**config.mk**
```make
export PLATFORM = sky130hd
export DESIGN_NAME = pwm_multi_channel
export DESIGN_NICKNAME = d
export VERILOG_FILES = /design/src/rtl/pwm_multi_channel.sv
export SDC_FILE = /design/constraint.sdc
export NUM_CORES = 1
export LEC_CHECK = 0
export ABC_CLOCK_PERIOD_IN_PS = 2820
export BUFFER_PORTS_ARGS = -buffer_cell sky130_fd_sc_hd__buf_2
export CORE_UTILIZATION = 25
export CTS_BUF_LIST = sky130_fd_sc_hd__clkbuf_16
export DETAILED_ROUTE_END_ITERATION = 7
export GPL_ROUTABILITY_DRIVEN = 0
export PLACE_DENSITY_LB_ADDON = 0.15
export RECOVER_POWER = 100
export SYNTH_ARGS = -nofsm -noshare
export SYNTH_HDL_FRONTEND = slang
export SYNTH_SLANG_ARGS = --single-unit
```
**constraint.sdc**
```tcl
create_clock -name clk -period 2.82 [get_ports clk]
set_input_delay 0.564 -clock clk [delete_from_list [all_inputs] [get_ports clk]]
set_output_delay 0.564 -clock clk [all_outputs]
set_load 0.02 [all_outputs]
```
**src/rtl/pwm_multi_channel.sv**
```systemverilog
// Multi-channel PWM generator with a shared prescaler and period counter,
// per-channel duty compare and polarity, edge/center-aligned modes and
// double-buffered configuration committed only at period boundaries.
//
// Ports:
//   clk, reset   - clock, synchronous active-high reset
//   enable       - run control; 0 freezes prescaler, counter and outputs
//   prescale     - counter advances once every prescale+1 clk cycles
//   period       - period value P
//   duty         - channel i duty at [i*(BITS+1) +: BITS+1]
//   center_mode  - 0 = edge-aligned, 1 = center-aligned
//   polarity     - per-channel output inversion
//   load         - captures all config inputs into the shadow set
//   pwm_out      - registered PWM outputs
//   period_tick  - one-cycle pulse after each period boundary
//   load_ack     - one-cycle pulse after the shadow set becomes active
module pwm_multi_channel #(
    parameter int unsigned CHANNELS   = 4,
    parameter int unsigned BITS       = 8,
    parameter int unsigned PRESC_BITS = 8
) (
    input  logic                           clk,
    input  logic                           reset,
    input  logic                           enable,
    input  logic [PRESC_BITS-1:0]          prescale,
    input  logic [BITS-1:0]                period,
    input  logic [CHANNELS*(BITS+1)-1:0]   duty,
    input  logic                           center_mode,
    input  logic [CHANNELS-1:0]            polarity,
    input  logic                           load,
    output logic [CHANNELS-1:0]            pwm_out,
    output logic                           period_tick,
    output logic                           load_ack
);

    localparam int unsigned DW = BITS + 1;

    // Shadow (written by load) and active (used by the counter) config sets
    logic [PRESC_BITS-1:0]    presc_sh,  presc_act;
    logic [BITS-1:0]          period_sh, period_act;
    logic [CHANNELS*DW-1:0]   duty_sh,   duty_act;
    logic                     center_sh, center_act;
    logic [CHANNELS-1:0]      pol_sh,    pol_act;

    logic                     pending;
    logic [PRESC_BITS-1:0]    presc_cnt;
    logic [BITS-1:0]          cnt;
    // In center mode, down is the direction of the next step, so it is
    // already set while cnt sits at P and still set when cnt reaches 1.
    logic                     down;

    logic                     tick;
    logic                     boundary;
    logic                     commit;
    logic [BITS-1:0]          cnt_nxt;
    logic                     down_nxt;
    logic [CHANNELS-1:0]      pwm_nxt;

    // Tick, boundary, commit and next counter state
    always_comb begin
        tick     = enable && (presc_cnt == presc_act);
        boundary = 1'b0;
        cnt_nxt  = cnt;
        down_nxt = down;
        pwm_nxt  = '0;

        if (period_act == '0) begin
            boundary = tick;
            cnt_nxt  = '0;
            down_nxt = 1'b0;
        end else if (!center_act) begin
            boundary = tick && (cnt == period_act);
            cnt_nxt  = (cnt == period_act) ? '0 : cnt + BITS'(1);
            down_nxt = 1'b0;
        end else if (down) begin
            boundary = tick && (cnt == BITS'(1));
            cnt_nxt  = cnt - BITS'(1);
            down_nxt = (cnt != BITS'(1));
        end else begin
            cnt_nxt  = cnt + BITS'(1);
            down_nxt = (cnt == period_act - BITS'(1));
        end

        // A disabled block has no boundary to wait for, so commit at once
        commit = pending && (boundary || !enable);

        for (int i = 0; i < int'(CHANNELS); i++) begin
            pwm_nxt[i] = ({1'b0, cnt} < duty_act[i*DW +: DW]) ^ pol_act[i];
        end
    end

    // Config registers, counters and registered outputs
    always_ff @(posedge clk) begin
        if (reset) begin
            presc_sh    <= '0;
            period_sh   <= '0;
            duty_sh     <= '0;
            center_sh   <= 1'b0;
            pol_sh      <= '0;
            presc_act   <= '0;
            period_act  <= '0;
            duty_act    <= '0;
            center_act  <= 1'b0;
            pol_act     <= '0;
            pending     <= 1'b0;
            presc_cnt   <= '0;
            cnt         <= '0;
            down        <= 1'b0;
            pwm_out     <= '0;
            period_tick <= 1'b0;
            load_ack    <= 1'b0;
        end else begin
            if (load) begin
                presc_sh  <= prescale;
                period_sh <= period;
                duty_sh   <= duty;
                center_sh <= center_mode;
                pol_sh    <= polarity;
            end

            // A load on the commit edge re-arms pending for the next boundary
            pending <= load || (pending && !commit);

            if (commit) begin
                presc_act  <= presc_sh;
                period_act <= period_sh;
                duty_act   <= duty_sh;
                center_act <= center_sh;
                pol_act    <= pol_sh;
                presc_cnt  <= '0;
                cnt        <= '0;
                down       <= 1'b0;
            end else if (enable) begin
                presc_cnt <= tick ? '0 : presc_cnt + PRESC_BITS'(1);
                if (tick) begin
                    cnt  <= cnt_nxt;
                    down <= down_nxt;
                end
            end

            if (enable) begin
                pwm_out <= pwm_nxt;
            end
            period_tick <= boundary;
            load_ack    <= commit;
        end
    end

endmodule

```
* Word level (Yosys, flattened, before mapping)
Cells that the tools add are included.
** Operators by class
- Reductions and logical operators :: 12
- Equal/unequal tests :: 5
- Magnitude comparators :: 4
- Add/sub/neg operators :: 4
- Bitwise operators :: 4
- Mux-type cells :: 11
** Operators by type and width (number)
- 2-to-1 mux 8 bit :: 5
- less-than comparator 8 x 9 -> 1 bit :: 4
- == test 8 bit :: 3
- adder 8 x 1 -> 8 bit (second input constant) :: 2
- subtractor 8 x 1 -> 8 bit (second input constant) :: 2
- == test 8 x 1 -> 1 bit (second input constant) :: 1
- logical NOT 8 bit :: 1
- != test 8 x 1 -> 1 bit (second input constant) :: 1
- 2-to-1 mux 1 bit :: 6
- logical AND 1 bit :: 5
- XOR 1 bit :: 4
- logical NOT 1 bit :: 2
- logical OR 1 bit :: 2
- AND reduction 2 bit :: 1
- OR reduction 2 bit :: 1
** Word-level totals
- Bits in registers :: 138
- Output and inout port bits :: 6
- Logic and storage cells :: 57

* Depth between registers and ports, before layout
Gate-level depths: netlist of run 1.
- Depth in word-level cells :: 11
- Gate-level depth with buffers :: 11
- Gate-level depth less buffers :: 8

* Worst setup path before layout of run 1
Ideal clock, no wire load.
- Path type :: register -> register
- Start :: reg cnt[3]
- End :: reg duty_act[0]
- Slack :: 468 ps
- Library setup time :: 128 ps
- Cell stages (with the launch flop) :: 10
- Buffers on the path :: 3
- Arrival time :: 2224 ps
- Cell sequence :: dfxtp_1 -> buf_2 -> or4_4 -> or4_4 -> nand2_1 -> o311ai_2 -> buf_6 -> buf_6 -> mux2i_1 -> nor2_1
** Between the ends
- Cells in the longest elaborated chain, start to end :: 7
- Elaborated cells on any way between the ends :: 9
- Those cells by class :: eq/ne: 2; mux: 3; reduce/logical: 4
** Ends and longest elaborated chain
- from (decl) :: RTL line 47 : logic [BITS-1:0] cnt;
- from (signal assigned) :: RTL line 136 : cnt <= cnt_nxt;
- == test 8 x 1 -> 1 bit :: RTL line 76 : boundary = tick && (cnt == BITS'(1));
- logical AND 1 bit :: RTL line 76
- 2-to-1 mux 1 bit :: RTL line 75 : end else if (down) begin
- 2-to-1 mux 1 bit * :: RTL line 71 : end else if (!center_act) begin
- 2-to-1 mux 1 bit * :: RTL line 67 : if (period_act == '0) begin
- logical OR 1 bit * :: RTL line 85 : commit = pending && (boundary || !enable);
- logical AND 1 bit * :: RTL line 85
- to (signal assigned) :: RTL line 127 : duty_act <= duty_sh;
- to (decl) :: RTL line 41 : logic [CHANNELS*DW-1:0] duty_sh, duty_act;
Mark *: on every way between the ends. The rest lies on a longest branch, timed or not.
A chain may end at the register's enable or synchronous reset.

* Worst setup path after layout of run 1
- Start :: reg cnt[5]
- End :: reg duty_act[22]
Same word-level chain as after synthesis.

==> run metrics, run 1 <==
status=completed; vias in the first global route=4,947; row count=57; Setup Fix Bufs, Post-CTS=0; Worst-path clk slew=0.06 ns; HP Class=input pin to register; Mapped Cells=677; worst endpoint required time=3.11 ns; Max-slew headroom=0.281; PostCTS Resize Cnt=0; ys async rst share=0; number of fill cells=2,612; Yosys warning count=0; placed insts=1,048; Max Fclk=401 MHz; synth-to-layout area growth=20.4%; worst vdd ir=348 uV; synthesis-stage register bit count=138; CP Buf/Inv Count=2; cell area after synthesis=6310 um^2; Setup Crit Path Kind=register to register; WP data arrival=2.78 ns; Post-synth top flop=dfxtp_1; clk sinks=138; Yosys cell types=46; total power=0.00473 W; Worst path top cell family by delay=flip-flops; Initial Util=0.257; post-layout util=0.310; core area=24,500 um^2; Seq/Total Area, Yosys=0.438; Syn Area/Cell=9.32 um^2; Slowest Stage Delay on Critical Path=0.62 ns; GRT Total Usage=0.125; HPWL Detailed=11,000 um; global-route wire length before repair=25,300 um; DIE HEIGHT=161 um; post-synthesis net count=771; Startpoint Class=register; max-slew violations=0; IO Port Bufs=66; Final Routed Wirelength=15,100 um; slowest cell on the critical path=dfxtp_1; Post-DRT Antenna Nets=0; total CTS buffers=17; LEAKAGE=3.39 nW; WL/cell=14.0 um; initial antenna violation count=0; drt first pass iters=4; Final setup viols=0; Post-route DRC=0; First DRT Iteration DRCs=187; DIE AREA=25,900 um^2; Root Buffer=clkbuf_16; Synth area leader=dfxtp_1; H-tree depth=4; global route overflow=0; fin nets=837; Post-synth EDFFs=0; diode count=0; Synth top area share=0.438; Non-Filler Instances=1,079; Fin. Hold Viols=0; Vias=4,786; RSZ-0062 raised after global routing=no; final setup TNS=0 ns; top cells by area, synth=dfxtp_1 (44%), mux2i_1 (18%), nor2_1 (8.2%), ha_1 (6.5%), xnor2_1 (2.8%); drt via density=4.44; worst skew pair latency=0.42 ns; CTS Hold Bufs=0; CTS tree=done; most frequent cells in the layout=nor2_1 (138), dfxtp_1 (138), mux2i_1 (114); Max Cap Viol=0; Final min period=2.49 ns; proportion of layout cells with a drive suffix above 1=0.138; CTS Buffer Depth=2; CP Max Fanout=32; PD cells=623 nW/um^2; I/O pin count=67; largest net degree at the start of global routing=46; Slew @ Worst Pin=1.08 ns; CP endpoint kind=register; Die X=161 um; period utilization=0.884; skew final=0.00664 ns; worst path cell trace=xor2_1, nand4b_1, nor3_1, clkbuf_1, o311ai_2, buf_12, mux2i_1, nor2_1
## Yosys cell counts, drive strengths merged, types with 9 or more instances
cell / n
ha: 33
nor2: 138
clkbuf: 29
dfxtp: 138
nand2: 28
nor3: 9
mux2i: 114
nand3: 12
xor2: 10
xnor2: 20
inv: 38
a21oi: 12
buf: 9
o21ai: 14
## metrics by stage
stage | instance area, um^2 | hold slack, ns | setup slack [ns]
final | 7600 | 0.376 | 0.327
after global placement | 7080 | 0.479 | 0.508
after floorplan | 6310 | 0.460 | 0.468
after global routing | 7600 | 0.366 | 0.170
after CTS | 7660 | 0.355 | 0.440
after detailed placement | 7080 | 0.482 | 0.463
## final cells by class
cell class,count,area [um^2],share of cell area
Clock buffer,17,425,0.0560
Timing Repair Buffer,85,472,0.0621
Multi-Input combinational cell,462,3230,0.425
Inverter,39,146,0.0193
Tap cell,324,405,0.0533
Sequential cell,138,2760,0.364
Clock inverter,14,156,0.0206
## path summary, 6_finish.rpt
path                            slack, ns                     start                        end  depth (start not counted)
worst max-delay path                 0.33       cnt[5]$_SDFFE_PP0P_  duty_act[22]$_SDFFE_PP0P_                          8
worst min-delay path                 0.38                   duty[9]    duty_sh[9]$_SDFFE_PP0P_                          3
worst max register to register       0.33       cnt[5]$_SDFFE_PP0P_  duty_act[22]$_SDFFE_PP0P_                          8
worst min register to register       0.49  duty_sh[15]$_SDFFE_PP0P_  duty_act[15]$_SDFFE_PP0P_                          2
## sequential cells by signal (all words and copies together), names as in the netlist, 4 cells and up
name	count
cnt	8
duty_act	36
duty_sh	36
period_act	8
period_sh	8
pol_act	4
pol_sh	4
presc_act	8
presc_cnt	8
presc_sh	8
pwm_out	4
## report_power, final
| part | switching [W] | leakage, nW | total [W] | internal (W) |
|---|---|---|---|---|
| clock network | 0.000836 | 0.287 | 0.00221 | 0.00137 |
| registers | 0.0000558 | 1.13 | 0.00209 | 0.00203 |
| logic | 0.000242 | 1.98 | 0.000436 | 0.000194 |
| total | 0.00113 | 3.39 | 0.00473 | 0.00360 |
## cell families (layout without fill, tap and decap cells)
logic type                 count (synthesis)  in the layout  share of synthesized area
muxes                                    114            114                      0.181
adders and majority gates                 33             33                     0.0654
DFF                                      138            138                      0.438
and+or+nand+nor                          221            221                      0.155
xor gates and xnor gates                  30             30                     0.0416
AOI/OAI and AO/OA                         64             64                     0.0708
buffers and inverters                     77            155                     0.0492
## layer usage
layer / wire length [um] / up-vias / part of all wire / track usage
met2: 7570 / 57 / 0.50 / 0.218
met1: 6940 / 2248 / 0.46 / 0.148
met5: 0 / - / 0 / 0
li1: - / 2465 / - / -
met3: 373 / 16 / 0.025 / 0.0292
met4: 189 / 0 / 0.013 / 0.0425
## worst min-delay path: stages
cell and delay, ns:
buf_2 0.07, mux2i_1 0.05, nor2_1 0.07
No activity file was read; power rests on OpenSTA's default activity.
==> run 2, diff against run 1 <==
--- a/config.mk
+++ b/config.mk
@@ -5,8 +5,8 @@
 export SDC_FILE = /design/constraint.sdc
 export NUM_CORES = 1
 export LEC_CHECK = 0
-export ABC_CLOCK_PERIOD_IN_PS = 2820
 export BUFFER_PORTS_ARGS = -buffer_cell sky130_fd_sc_hd__buf_2
+export CORE_ASPECT_RATIO = 2
 export CORE_UTILIZATION = 25
 export CTS_BUF_LIST = sky130_fd_sc_hd__clkbuf_16
 export DETAILED_ROUTE_END_ITERATION = 7
==> run 2 against run 1 <==
  * Critical path depth decreased by 1
  * Final cell count increased by 1.1%
  * Combinational power increased by 3%
  * Maximum frequency increased by 1.9%
  * Register-to-register slack improved by 0.05 ns
  * Critical path type unchanged
==> run metrics, run 2 (same netlist as run 1, synthesis figures left out) <==
drt via density=4.38; I/O pin count=67; HP Class=input pin to register; max-slew violations=0; Min Hold Slack=0.367 ns; number of fill cells=2,617; RSZ-0062 raised after global routing=no; FF-to-FF setup slack=0.37 ns; Max Fclk=409 MHz; PostCTS Resize Cnt=0; final setup TNS=0 ns; Final Routed Wirelength=15,700 um; worst skew pair latency=0.43 ns; Max-slew headroom=0.167; reg2reg start=cnt[3]$_SDFFE_PP0P_; Cell Area, Placed=7110 um^2; H-tree depth=4; Worst-path clk slew=0.06 ns; Initial Util=0.256; Non-Filler Instances=1,091; DIE HEIGHT=227 um; row count=81; synth-to-layout area growth=21.4%; CTS tree=done; worst path cell trace=or4_1, or4_1, nand2_1, o311ai_4, buf_12, nand2_1, a21oi_1; First DRT Iteration DRCs=181; total power=0.00481 W; Post-DRT Antenna Nets=0; Startpoint Class=register; HPWL Detailed=11,400 um; PD cells=628 nW/um^2; clk sinks=138; worst vdd ir=359 uV; Setup Fix Bufs, Post-CTS=0; Final min period=2.45 ns; Setup Crit Path Kind=register to register; Worst Hold Depth=3; initial antenna violation count=0; period utilization=0.868; core area=24,600 um^2; vias in the first global route=4,759; Post-Layout Inst Area=7660 um^2; Die X=114 um; Root Buffer=clkbuf_16; Slew @ Worst Pin=1.25 ns; largest net degree at the start of global routing=86; R2R cell count=7; DIE AREA=25,900 um^2; fin nets=840; GRT Total Usage=0.133; slowest cell on the critical path=or4_1; worst endpoint required time=3.13 ns; diode count=0; drt first pass iters=4; R2R Path End=cnt[0]$_SDFFE_PP0P_; Slowest Stage Delay on Critical Path=0.61 ns; total CTS buffers=17; Post-route DRC=0; CP Max Fanout=42; global route overflow=0; most frequent cells in the layout=nor2_1 (138), dfxtp_1 (138), mux2i_1 (114); Vias=4,784; Hold Crit Endpoint=duty_sh[13]$_SDFFE_PP0P_; WL/cell=14.4 um; proportion of layout cells with a drive suffix above 1=0.141; placed insts=1,059; HP Start=duty[13]; CP endpoint kind=register; LEAKAGE=3.41 nW; skew final=0.00766 ns; global-route wire length before repair=25,800 um; Fin. Hold Viols=0; status=completed; IO Port Bufs=66; Final setup viols=0; CP Launch Point=cnt[3]$_SDFFE_PP0P_; Max Cap Viol=0; CTS Hold Bufs=0; CTS Buffer Depth=2; WP data arrival=2.76 ns; biggest regs=duty_act x36, duty_sh x36
run 2: changes by cell type in the layout (fill, tap and decap cells not counted), sizes merged:
cell    previous run  this run
buf               72        76
inv               38        42
clkinv            11         8
clkbuf            30        29
run 2: layout make-up:
class                   instances  area [um^2]  area share
repair buffers                 88          498      0.0650
inverters                      39          146      0.0191
multi-input cells             462         3240       0.423
well taps                     332          415      0.0542
flip-flops and latches        138         2760       0.360
clock inverters                15          174      0.0227
clock buffers                  17          425      0.0555
run 2: how the worst max path moves through the flow:
stage | slack, ns | cells after the start | to
after floorplan | 0.47 | 9 | duty_act[0]$_SDFFE_PP0P_
after global placement | 0.51 | 7 | down$_SDFFE_PP0P_
after detailed placement | 0.47 | 7 | down$_SDFFE_PP0P_
after CTS | 0.45 | 7 | cnt[0]$_SDFFE_PP0P_
after global routing | 0.20 | 7 | down$_SDFFE_PP0P_
final | 0.37 | 7 | cnt[0]$_SDFFE_PP0P_
run 2: power breakdown:
part | total (W) | switching [W] | internal [W] | leakage (nW)
clock | 0.00228 | 0.000888 | 0.00139 | 0.292
sequential | 0.00209 | 0.0000563 | 0.00203 | 1.13
combinational | 0.000448 | 0.000251 | 0.000197 | 2.00
run 2: critical path: cells and delay by family (launching register included):
kind	cells	cell delay, ns
compound gates	2	0.17
buf+inv	1	0.24
flops	1	0.36
simple gates	4	1.53
run 2: metal layers:
layer / global-route usage / vias to the layer above / share of wire
met1: 0.143 / 2216 / 0.40
met5: 0 / - / 0
met4: 0.0687 / 0 / 0.030
met2: 0.238 / 76 / 0.54
li1: - / 2465 / -
met3: 0.0323 / 27 / 0.030
run 2: metrics by stage:
step / util / worst slack (ns)
6_report: 0.311 / 0.374
3_5_place_dp: 0.289 / 0.466
5_1_grt: 0.311 / 0.200
4_1_cts: 0.313 / 0.454
2_1_floorplan: - / 0.468
3_3_place_gp: 0.289 / 0.512
==> run 3, diff against run 2 <==
--- a/config.mk
+++ b/config.mk
@@ -7,10 +7,12 @@
 export LEC_CHECK = 0
 export BUFFER_PORTS_ARGS = -buffer_cell sky130_fd_sc_hd__buf_2
 export CORE_ASPECT_RATIO = 2
-export CORE_UTILIZATION = 25
+export CORE_MARGIN = 4
+export CORE_UTILIZATION = 44
 export CTS_BUF_LIST = sky130_fd_sc_hd__clkbuf_16
 export DETAILED_ROUTE_END_ITERATION = 7
 export GPL_ROUTABILITY_DRIVEN = 0
+export GPL_TIMING_DRIVEN = 0
 export PLACE_DENSITY_LB_ADDON = 0.15
 export RECOVER_POWER = 100
 export SYNTH_ARGS = -nofsm -noshare
==> run 3 against run 2 <==
  * Via count up 4.5%
  * Non-clock buffer count up 14
  * Sequential cell count did not move
  * Clock power up 4%
  * Largest cell class unchanged
  * Largest power group unchanged
==> run metrics, run 3 (same netlist as run 1, synthesis figures left out) <==
status=completed; worst skew pair latency=0.42 ns; WL/cell=15.7 um; CP Buf/Inv Count=3; Initial Util=0.452; biggest regs=duty_act x36, duty_sh x36; worst endpoint required time=3.11 ns; Startpoint Class=register; Final setup viols=0; largest net degree at the start of global routing=17; CTS Hold Bufs=0; CP endpoint kind=register; met1 Use GR=0.199; worst path cell trace=buf_2, or4_4, or4_4, nand2_1, o311ai_4, buf_6, buf_6, mux2i_1, nor2_1; Min Hold Slack=0.384 ns; Slowest Stage Delay on Critical Path=0.55 ns; number of fill cells=1,301; Post-route DRC=0; synth-to-layout area growth=19.0%; WP data arrival=2.98 ns; Worst path top cell family by delay=simple AND/OR/NAND/NOR gates; Max Fclk=371 MHz; Final Routed Wirelength=15,100 um; First DRT Iteration DRCs=206; CP Max Fanout=10; initial antenna violation count=0; total power=0.00489 W; Vias=4,998; max-slew violations=0; drt via density=5.20; slowest cell on the critical path=or4_4; met2 Resource Use GR=0.366; PD cells=651 nW/um^2; core area=14,000 um^2; worst vdd ir=446 uV; Worst-path clk slew=0.06 ns; LEAKAGE=3.40 nW; CTS tree=done; Final min period=2.69 ns; HP Class=input pin to register; skew final=0.00924 ns; DIE HEIGHT=177 um; global route overflow=0; CTS Buffer Depth=2; GRT Total Usage=0.196; Cell Area, Placed=6870 um^2; proportion of layout cells with a drive suffix above 1=0.131; RSZ-0062 raised after global routing=no; commonest non-fill, non-tap cell in the layout=nor2_1; IO Port Bufs=64; DIE AREA=16,400 um^2; total CTS buffers=17; Slew @ Worst Pin=0.903 ns; met3 Use GR=0.0365; Setup Crit Path Kind=register to register; Max-slew headroom=0.393; fin nets=854; most frequent cells in the layout=nor2_1 (138), dfxtp_1 (137), mux2i_1 (114); row count=61; setup slack after layout=0.127 ns; vias in the first global route=5,369; H-tree depth=4; clk sinks=138; period utilization=0.955; pre-CTS setup slack=-0.0855 ns; drt first pass iters=4; final setup TNS=0 ns; Max Cap Viol=0; Die X=92.7 um; Fin. Hold Viols=0; Post-DRT Antenna Nets=0; global-route wire length before repair=25,400 um; gr busiest metal=met2; diode count=0; I/O pin count=67; Post-Layout Inst Area=7510 um^2; Root Buffer=clkbuf_16; HPWL Detailed=11,500 um
-- run 3: cell count changes in the layout (fill, tap and decap cells not counted), moves of 2 or more --
cell      before  now
buf_4         16    0
or4_4          0    2
or4_1          4    2
buf_6          0    2
clkinv_2       0    2
clkbuf_1      10   35
clkinv_1       4    1
buf_12         2    0
clkbuf_4       0    2
buf_2         58   60
-- run 3: worst paths after layout --
path | from | to | slack [ns] | depth (start not counted)
setup / recovery | cnt[3]$_SDFFE_PP0P_ | duty_act[0]$_SDFFE_PP0P_ | 0.13 | 9
hold / removal | duty[31] | duty_sh[31]$_SDFFE_PP0P_ | 0.38 | 3
setup reg to reg | cnt[3]$_SDFFE_PP0P_ | duty_act[0]$_SDFFE_PP0P_ | 0.13 | 9
hold reg to reg | presc_sh[7]$_SDFFE_PP0P_ | presc_sh[7]$_SDFFE_PP0P_ | 0.49 | 2
-- run 3: what timing repair did --
| item | 4_1_cts | 5_1_grt |
|---|---|---|
| gates resized for setup | 1 | 6 |
| setup buffers | 0 | 0 |
| setup endpoints to repair | 49 | 62 |
-- run 3: routing by layer --
metal | wire length [um] | share of wire
met5 | 0 | 0
met1 | 5750 | 0.38
met2 | 8310 | 0.55
met3 | 523 | 0.035
met4 | 544 | 0.036
-- run 3: layout make-up --
| type | instances | area (um^2) | share of cell area |
|---|---|---|---|
| Multi-Input combinational cell | 462 | 3250 | 0.433 |
| Timing Repair Buffer | 64 | 313 | 0.0417 |
| Inverter | 39 | 146 | 0.0195 |
| Tap cell | 189 | 236 | 0.0315 |
| Sequential cell | 138 | 2760 | 0.368 |
| Clock buffer | 17 | 425 | 0.0566 |
| Clock inverter | 15 | 200 | 0.0267 |
| Buffer | 38 | 170 | 0.0227 |
-- run 3: through the flow --
step | cells | util
after floorplan | 677 | -
after global placement | 930 | 0.492
after detailed placement | 930 | 0.492
after CTS | 962 | 0.537
after global routing | 962 | 0.538
final | 962 | 0.538
-- run 3: worst reg2reg max path, stage by stage (launching register included) --
cell      delay [ns]
dfxtp_1         0.41
buf_2           0.23
or4_4           0.56
or4_4           0.51
nand2_1         0.13
o311ai_4        0.14
buf_6           0.21
buf_6           0.16
mux2i_1         0.16
nor2_1          0.05
-- run 3: where the power goes --
group          switching (W)  internal, W
registers          0.0000508      0.00203
clock network       0.000878      0.00149
logic               0.000256     0.000186
total                0.00118      0.00370
